**config.mk**
```make
export PLATFORM = sky130hd
export DESIGN_NAME = comp2_decode_flat
export DESIGN_NICKNAME = d
export VERILOG_FILES = /design/src/rtl/comp2_decode_if.sv /design/src/rtl/comp2_decode.sv /design/src/flat_wrapper.sv
export SDC_FILE = /design/constraint.sdc
export NUM_CORES = 1
export LEC_CHECK = 0
export BUFFER_PORTS_ARGS = -buffer_cell sky130_fd_sc_hd__buf_4
export CORE_ASPECT_RATIO = 0.5
export CORE_MARGIN = 2
export CORE_UTILIZATION = 40
export CTS_BUF_LIST = sky130_fd_sc_hd__clkbuf_4
export DETAILED_ROUTE_END_ITERATION = 12
export PLACE_DENSITY_LB_ADDON = 0.08
export SLEW_MARGIN = 10
export SYNTH_ARGS = -nofsm -noshare
export SYNTH_HDL_FRONTEND = slang
export SYNTH_SLANG_ARGS = --single-unit
export TNS_END_PERCENT = 30
```
**constraint.sdc**
```tcl
create_clock -name clk -period 2.1 [get_ports clk]
set_clock_uncertainty 0.15 [all_clocks]
set_input_delay 0.21 -clock clk [delete_from_list [all_inputs] [get_ports clk]]
set_output_delay 0.21 -clock clk [all_outputs]
set_load 0.05 [all_outputs]
```
**src/rtl/comp2_decode_if.sv**
```systemverilog
// comp2_decode_if
// Handshake and data bundle for the two's-complement difference decoder.
//   in_valid/in_ready   : input handshake for diff and of_in
//   diff, of_in         : 8-bit two's-complement difference and its overflow flag
//   out_valid/out_ready : output handshake for the decoded result
//   sign, mag, bcd      : sign-magnitude form and 3-digit BCD of the magnitude
//   of_out              : overflow flag, masked to 0 when diff is zero
// The master modport is the producer/consumer side; the slave modport is the decoder.
interface comp2_decode_if;
  logic        in_valid;
  logic        in_ready;
  logic [7:0]  diff;
  logic        of_in;
  logic        out_valid;
  logic        out_ready;
  logic        sign;
  logic [7:0]  mag;
  logic [11:0] bcd;
  logic        of_out;

  modport master (
    output in_valid, diff, of_in, out_ready,
    input  in_ready, out_valid, sign, mag, bcd, of_out
  );

  modport slave (
    input  in_valid, diff, of_in, out_ready,
    output in_ready, out_valid, sign, mag, bcd, of_out
  );
endinterface

```
**src/rtl/comp2_decode.sv**
```systemverilog
// comp2_decode
// Converts an 8-bit two's-complement difference into sign-magnitude form plus a
// 3-digit BCD magnitude using an iterative double-dabble loop (8 iterations).
//   clk   : rising-edge clock
//   reset : asynchronous, active-low; returns to IDLE and clears all outputs
//   bus   : comp2_decode_if.slave carrying both handshakes, inputs and results
// One result every 11 cycles when the consumer never stalls; in_ready is only
// high in IDLE, so nothing is buffered while a conversion is in flight.
module comp2_decode (
  input  logic               clk,
  input  logic               reset,
  comp2_decode_if.slave      bus
);

  typedef enum logic [1:0] {IDLE, NEG, CONV, DONE} state_t;

  state_t      state_q, state_d;
  logic [7:0]  diff_q;
  logic        ofIn_q;
  logic [19:0] shift_q;
  logic [2:0]  cnt_q;
  logic        outValid_q;
  logic        sign_q;
  logic [7:0]  mag_q;
  logic [11:0] bcd_q;
  logic        ofOut_q;

  logic [7:0]  magCalc;
  logic [19:0] shiftAdj;
  logic [19:0] shiftStep;
  logic        lastIter;

  // Magnitude of the captured difference. 8'h80 negates to itself, which read
  // as unsigned is exactly 128, so 8 bits are enough.
  assign magCalc  = diff_q[7] ? (~diff_q + 8'd1) : diff_q;
  assign lastIter = (state_q == CONV) && (cnt_q == 3'd7);

  // One double-dabble iteration: correct every BCD nibble that would overflow
  // a decimal digit when doubled, then shift the whole register left.
  always_comb begin
    shiftAdj = shift_q;
    for (int k = 0; k < 3; k++) begin
      if (shiftAdj[8 + 4*k +: 4] >= 4'd5) begin
        shiftAdj[8 + 4*k +: 4] = shiftAdj[8 + 4*k +: 4] + 4'd3;
      end
    end
    shiftStep = {shiftAdj[18:0], 1'b0};
  end

  // State register.
  always_ff @(posedge clk or negedge reset) begin
    if (!reset) begin
      state_q <= IDLE;
    end else begin
      state_q <= state_d;
    end
  end

  // Next-state decode.
  always_comb begin
    state_d = state_q;
    case (state_q)
      IDLE: if (bus.in_valid) state_d = NEG;
      NEG:  state_d = CONV;
      CONV: if (cnt_q == 3'd7) state_d = DONE;
      DONE: if (bus.out_ready) state_d = IDLE;
      default: state_d = IDLE;
    endcase
  end

  // Datapath: capture on acceptance, load the shifter in NEG, iterate in CONV
  // and publish results only on the edge that enters DONE so outputs never
  // show partial conversions.
  always_ff @(posedge clk or negedge reset) begin
    if (!reset) begin
      diff_q     <= 8'd0;
      ofIn_q     <= 1'b0;
      shift_q    <= 20'd0;
      cnt_q      <= 3'd0;
      outValid_q <= 1'b0;
      sign_q     <= 1'b0;
      mag_q      <= 8'd0;
      bcd_q      <= 12'd0;
      ofOut_q    <= 1'b0;
    end else begin
      case (state_q)
        IDLE: begin
          if (bus.in_valid) begin
            diff_q <= bus.diff;
            ofIn_q <= bus.of_in;
          end
        end
        NEG: begin
          shift_q <= {12'd0, magCalc};
          cnt_q   <= 3'd0;
        end
        CONV: begin
          shift_q <= shiftStep;
          cnt_q   <= cnt_q + 3'd1;
          if (lastIter) begin
            sign_q     <= diff_q[7];
            mag_q      <= magCalc;
            bcd_q      <= shiftStep[19:8];
            ofOut_q    <= ofIn_q & (diff_q != 8'd0);
            outValid_q <= 1'b1;
          end
        end
        DONE: begin
          if (bus.out_ready) outValid_q <= 1'b0;
        end
        default: ;
      endcase
    end
  end

  assign bus.in_ready  = (state_q == IDLE);
  assign bus.out_valid = outValid_q;
  assign bus.sign      = sign_q;
  assign bus.mag       = mag_q;
  assign bus.bcd       = bcd_q;
  assign bus.of_out    = ofOut_q;

endmodule

```
**src/flat_wrapper.sv**
```systemverilog
// flat-port wrapper written by rule: the top's interface ports become plain ports
module comp2_decode_flat 
  (clk, reset, bus_in_valid, bus_diff, bus_of_in, bus_out_ready, bus_in_ready, bus_out_valid, bus_sign, bus_mag, bus_bcd, bus_of_out);
  comp2_decode_if bus_i ();
  input  logic clk;
  input  logic reset;
  input wire logic [$bits(bus_i.in_valid)-1:0] bus_in_valid;
  input wire logic [$bits(bus_i.diff)-1:0] bus_diff;
  input wire logic [$bits(bus_i.of_in)-1:0] bus_of_in;
  input wire logic [$bits(bus_i.out_ready)-1:0] bus_out_ready;
  output wire logic [$bits(bus_i.in_ready)-1:0] bus_in_ready;
  output wire logic [$bits(bus_i.out_valid)-1:0] bus_out_valid;
  output wire logic [$bits(bus_i.sign)-1:0] bus_sign;
  output wire logic [$bits(bus_i.mag)-1:0] bus_mag;
  output wire logic [$bits(bus_i.bcd)-1:0] bus_bcd;
  output wire logic [$bits(bus_i.of_out)-1:0] bus_of_out;
  assign bus_i.in_valid = bus_in_valid;
  assign bus_i.diff = bus_diff;
  assign bus_i.of_in = bus_of_in;
  assign bus_i.out_ready = bus_out_ready;
  assign bus_in_ready = bus_i.in_ready;
  assign bus_out_valid = bus_i.out_valid;
  assign bus_sign = bus_i.sign;
  assign bus_mag = bus_i.mag;
  assign bus_bcd = bus_i.bcd;
  assign bus_of_out = bus_i.of_out;
  comp2_decode u_core (.clk(clk), .reset(reset), .bus(bus_i));
endmodule
```
# Yosys cells after proc, flatten, opt, wreduce, memory -nomap -nowiden
# Cells that the tools add are included.
[totals]
register_bits = 57
input_bits = 13
out_inout_bits = 24
word_cells = 50
[op_classes]
n_addsub = 5
n_lt_le_gt_ge = 3
n_eq_ne = 8
muxes = 13
bitwise = 2
n_reduce_logical = 9
[op_table]
columns = ["cell", "n"]
rows = [
  ["20-bit one-hot mux with 2 select lines", 1],
  ["4-bit by 3-bit greater-or-equal comparator with 1-bit output, second input constant", 3],
  ["4-bit by 2-bit adder with 4-bit output, second input constant", 2],
  ["8-bit by 1-bit adder with 8-bit output, second input constant", 1],
  ["4-bit 2-to-1 mux", 2],
  ["8-bit 2-to-1 mux", 1],
  ["8-bit inverter", 1],
  ["2-bit one-hot mux with 4 select lines", 1],
  ["8-bit nonzero test", 1],
  ["2-bit 2-to-1 mux", 3],
  ["2-bit inequality test, second input constant", 3],
  ["3-bit one-hot mux with 2 select lines", 1],
  ["3-bit AND reduction", 2],
  ["2-bit equality test, second input constant", 2],
  ["2-bit AND reduction", 2],
  ["2-bit nonzero test", 2],
  ["3-bit by 1-bit adder with 3-bit output, second input constant", 1],
  ["3-bit by 2-bit adder with 3-bit output, second input constant", 1],
  ["3-bit equality test, second input constant", 1],
  ["3-bit 2-to-1 mux", 1],
  ["2-bit by 1-bit equality test with 1-bit output, second input constant", 1],
  ["2-bit logical NOT", 1],
  ["1-bit 2-to-1 mux", 2],
  ["2-bit by 1-bit inequality test with 1-bit output, second input constant", 1],
  ["3 further kinds", 3],
]

# Depth between registers and ports, before layout
[logic_depth]
depth_word = 4
depth_mapped = 7
ltp_nobuf = 6

# Least setup slack after synthesis
# OpenSTA, ideal clock, no wires.
[synth_timing]
path_kind = "reg-to-reg"
from = "register u_core.state_q[0]"
to = "register u_core.diff_q[0]"
setup_ps = 125
arrival_ps = 1614
t_required_ps = 1825
slack_ps = 211
path_stages_with_launch = 5
n_path_buf = 0
period_less_slack_ps = 1889
cell_sequence = "dfrtp_1 -> inv_1 -> ha_1 -> nand2_1 -> mux2_2"
[synth_via]
elab_chain_cells = 2
[synth_lines]
columns = ["element", "line", "text"]
rows = [
  ["start, declared", "comp2_decode.sv:17", "state_t state_q, state_d;"],
  ["start signal, assigned", "comp2_decode.sv:55", "state_q <= state_d;"],
  ["2-bit logical NOT", "-", ""],
  ["net bus_in_ready", "flat_wrapper.sv:11", "output wire logic [$bits(bus_i.in_ready)-1:0] bus_in_ready;"],
  ["2-bit AND reduction (no line)", "-", ""],
  ["end signal, assigned", "comp2_decode.sv:89", "diff_q <= bus.diff;"],
  ["end, declared", "comp2_decode.sv:18", "logic [7:0] diff_q;"],
]
# The timed path passes the listed nets, and every way through them passes these cells.
# A chain may end at the register's enable or synchronous reset.

# Worst setup path in the final report
[layout_timing]
from = "register u_core.shift_q[12]"
to = "register u_core.shift_q[14]"
[layout_via]
elab_chain_cells = 3
word_cells_on_any_way = 4
cone_classes = "add/sub: 1; order compare: 1; mux: 2"
[layout_lines]
columns = ["element", "line", "text"]
rows = [
  ["start, declared", "comp2_decode.sv:20", "logic [19:0] shift_q;"],
  ["start signal, assigned", "comp2_decode.sv:94", "shift_q <= {12'd0, magCalc};"],
  ["start signal, assigned", "comp2_decode.sv:98", "shift_q <= shiftStep;"],
  ["4-bit by 2-bit adder with 4-bit output or 4-bit by 3-bit greater-or-equal comparator with 1-bit output (tied branches)", "comp2_decode.sv:44, comp2_decode.sv:43", ""],
  ["4-bit 2-to-1 mux (*)", "comp2_decode.sv:43", "if (shiftAdj[8 + 4*k +: 4] >= 4'd5) begin"],
  ["20-bit one-hot mux with 2 select lines (*)", "comp2_decode.sv:86", "case (state_q)"],
]
# Every way passes the cells marked *; elsewhere a longest branch is shown, timed or not.

==> run_results.csv <==
group,metric,value,unit
placement,gp_congestion,0.793,
worst_setup_path,crit_path_start_kind,"flop",
power_and_ir_drop,clockPowerShare,20.7,%
worst_setup_path,cp-startpoint,"u_core.shift_q[12]$_DFFE_PN0P_",
power_and_ir_drop,power_switching_share,38.5,%
drt,wirelength,5210,um
grt,track_usage,16.0,%
power_and_ir_drop,switchingPower,1.42,mW
clock_tree,clock_latency,400,ps
placement,portBuffers,36,
drt,vias,1986,
layout,fillers,590,
placement,pre_cts_slack,288,ps
worst_setup_path,cpPeakStageDelay,410,ps
clock_tree,hold_buffers,11,
clock_tree,clockBufferDepth,2,
power_and_ir_drop,ir_drop,680,uV
timing,rsz0062_at_grt,"no",
synthesis,yosys_warnings,0,
worst_setup_path,critPathMaxFanout,4,
synthesis,synth.cell_area,2670,um^2
timing,tightest_slew,724,ps
drt,drt.antenna.violating_nets,0,
die,start_util,42.7,%
timing,slew_viol_final,0,
layout,layout_commonest_cell,"dfrtp_1",
die,io_pins,37,
worst_setup_path,path_cells,"inv_1 > ha_1 > nand2b_1 > a21oi_1 > mux2_2 > o2bb2ai_1",
clock_tree,cts_sinks,57,
drt,routedWlPerCell,12.9,um
synthesis,synth_edf_count,0,
power_and_ir_drop,leakagePower,1.53,nW
die,design.die.area,7390,um^2
timing,fin_hold_ws,141,ps
synthesis,ys_ff_latch,57,
die,die_x,120,um
synthesis,synth_area_leaders,"dfrtp_1, o21ai_0, mux2_2, ha_1, nand2_1",
layout,stdcell_count,403,
worst_setup_path,rr_startpoint,"u_core.shift_q[12]$_DFFE_PN0P_",
clock_tree,htree_levels,3,
drt,vias_per_cell,4.93,
placement,dpl.hpwl,3740,um
power_and_ir_drop,seq_power_share,41.7,%
flow_run,maxCapViolations,0,
power_and_ir_drop,fin_total_pwr,3.68,mW
clock_tree,post_cts.repair.setup_buffers,0,
layout,area_growth,23.3,%
synthesis,yosysTopAreaCell,"dfrtp_1",
clock_tree,numCtsBuffers,9,
timing,hold_violations,0,
layout,final_cell_area,3300,um^2
grt,grt_pass1_wl,8850,um
layout,drive_gt1_share,23.5,%
worst_hold_path,min-delay-start,"bus_in_valid",
worst_setup_path,crit_type,"flop to flop",
die,die_h,61.8,um
grt,grt_max_degree,58,
run_status,outcome,"completed",
placement,dpl_cell_area,3060,um^2
worst_setup_path,worstPathRequired,2270,ps
clock_tree,cts-resized-gates,0,
grt,grt_pass1_vias,1887,
layout,postLayoutCoreUtil,52.7,%
die,core_area,6260,um^2
synthesis,synth_ff_type,"dfrtp_1",
placement,placed_cells,376,
synthesis,synth.distinct_cells,32,
clock_tree,clockRootBuffer,"clkbuf_4",
worst_setup_path,cp_slowest_cell,"dfrtp_1",
power_and_ir_drop,power.internal,2.26,mW
synthesis,synth_nets,282,
clock_tree,cts_tree,"yes",
worst_setup_path,reg2reg_setup_slack,260,ps
layout,n_antenna_cell,0,
worst_setup_path,arrival,2010,ps
timing,setup_slack,261,ps
power_and_ir_drop,cellPowerDensity,1120,nW/um^2
synthesis,netlist_instances,256,
timing,slew_headroom,51.7,%
die,num_rows,20,
grt,grt_overflow,0,
clock_tree,path_clk_slew,90,ps
layout,final_cell_mix,"dfrtp_1, buf_4, o21ai_0, nand2_1, inv_1",
timing,min_period,1840,ps
synthesis,synth_top_area_share,53.3,%
worst_hold_path,min_path_type,"input port to flop",
drt,drt_first_pass_iters,4,
drt,remaining_drc_errors,0,
synthesis,async_flop_share,100,%
synthesis,avgSynthCellArea,10.4,um^2
timing,timing.setup.tns,0,ps
drt,drt_iter0_drc,80,
power_and_ir_drop,combPwrFrac,37.6,%
timing,setup_violations,0,
layout,nets,336,
worst_setup_path,cp-end-kind,"flop",
timing,fmax,544,MHz
synthesis,yosysSeqAreaShare,53.3,%
timing,post-route-period-util,87.6,%
grt,antenna_found_initial,0,
worst paths after layout:
check                                            endpoint  cells after the start
min in group asynchronous    u_core.diff_q[7]$_DFFE_PN0P_                      2
hold / removal              u_core.state_q[1]$_DFFE_PN0P_                      5
max in group asynchronous  u_core.bus.bcd[10]$_DFFE_PN0P_                      2
setup reg to reg           u_core.shift_q[14]$_DFFE_PN0P_                      6
setup / recovery           u_core.shift_q[14]$_DFFE_PN0P_                      6
hold reg to reg             u_core.bus.bcd[6]$_DFFE_PN0P_                      2
worst max-delay path, delay by kind of cell, from the launching register on:
kind | cells | cell delay [ps]
muxes | 1 | 380
AOI/OAI and AO/OA | 2 | 390
adders and majority gates | 1 | 220
DFF | 1 | 410
and+or+nand+nor | 1 | 90
buffers and inverters | 1 | 110
final cells by class:
class	instances	area, um^2	share of cell area, %
Clock inverter	5	46.3	1.40
Multi-Input combinational cell	171	1140	34.5
Tap cell	88	110	3.34
Clock buffer	11	82.6	2.51
Sequential cell	57	1430	43.3
Timing Repair Buffer	53	425	12.9
Inverter	18	67.6	2.05
kinds of logic (layout without fill, tap and decap cells):
group           after synthesis  count (layout)  synth area share, %
compound gates               70              70                 15.7
xor+xnor                      8               8                 2.62
fa+ha+maj                    13              13                 6.08
buf+inv                      28              87                 4.12
flops                        57              57                 53.3
mux                          18              18                 7.49
simple gates                 62              62                 10.6
cells in the mapped netlist, types with 4 or more instances:
master    count
clkbuf_1      5
ha_1         13
xnor2_1       5
nand2_1      36
o31ai_1       5
inv_1        18
o21ai_0      39
and3_1        4
nand2b_1      4
dfrtp_1      57
nand3_1       5
mux2_2       16
nor2_1        5
a21oi_1      10
buf_2         4
routing by layer:
layer / part of all wire, % / GRT usage, %
met5: 0 / 0
met4: 1.2 / 6.05
met3: 4.7 / 6.39
met2: 45 / 25.6
met1: 49 / 20.2
state kept, by name, indices dropped and copies added, names as in the netlist:
| register | cells |
|---|---|
| u_core.bus.mag | 8 |
| u_core.bus.out_valid | 1 |
| u_core.bus.of_out | 1 |
| u_core.cnt_q | 3 |
| u_core.shift_q | 20 |
| u_core.ofIn_q | 1 |
| u_core.diff_q | 8 |
| u_core.bus.bcd | 12 |
| u_core.bus.sign | 1 |
| u_core.state_q | 2 |
power by group through the flow:
stage	combinational [mW]	clock (mW)	sequential, mW
after detailed placement	1.39	0	1.56
after CTS	1.41	0.796	1.54
after global placement	1.37	0	1.55
final	1.38	0.762	1.54
after floorplan	1.05	0	1.52
after global routing	1.58	0.853	1.57
Note: power is estimated with default switching activity, not from simulation.
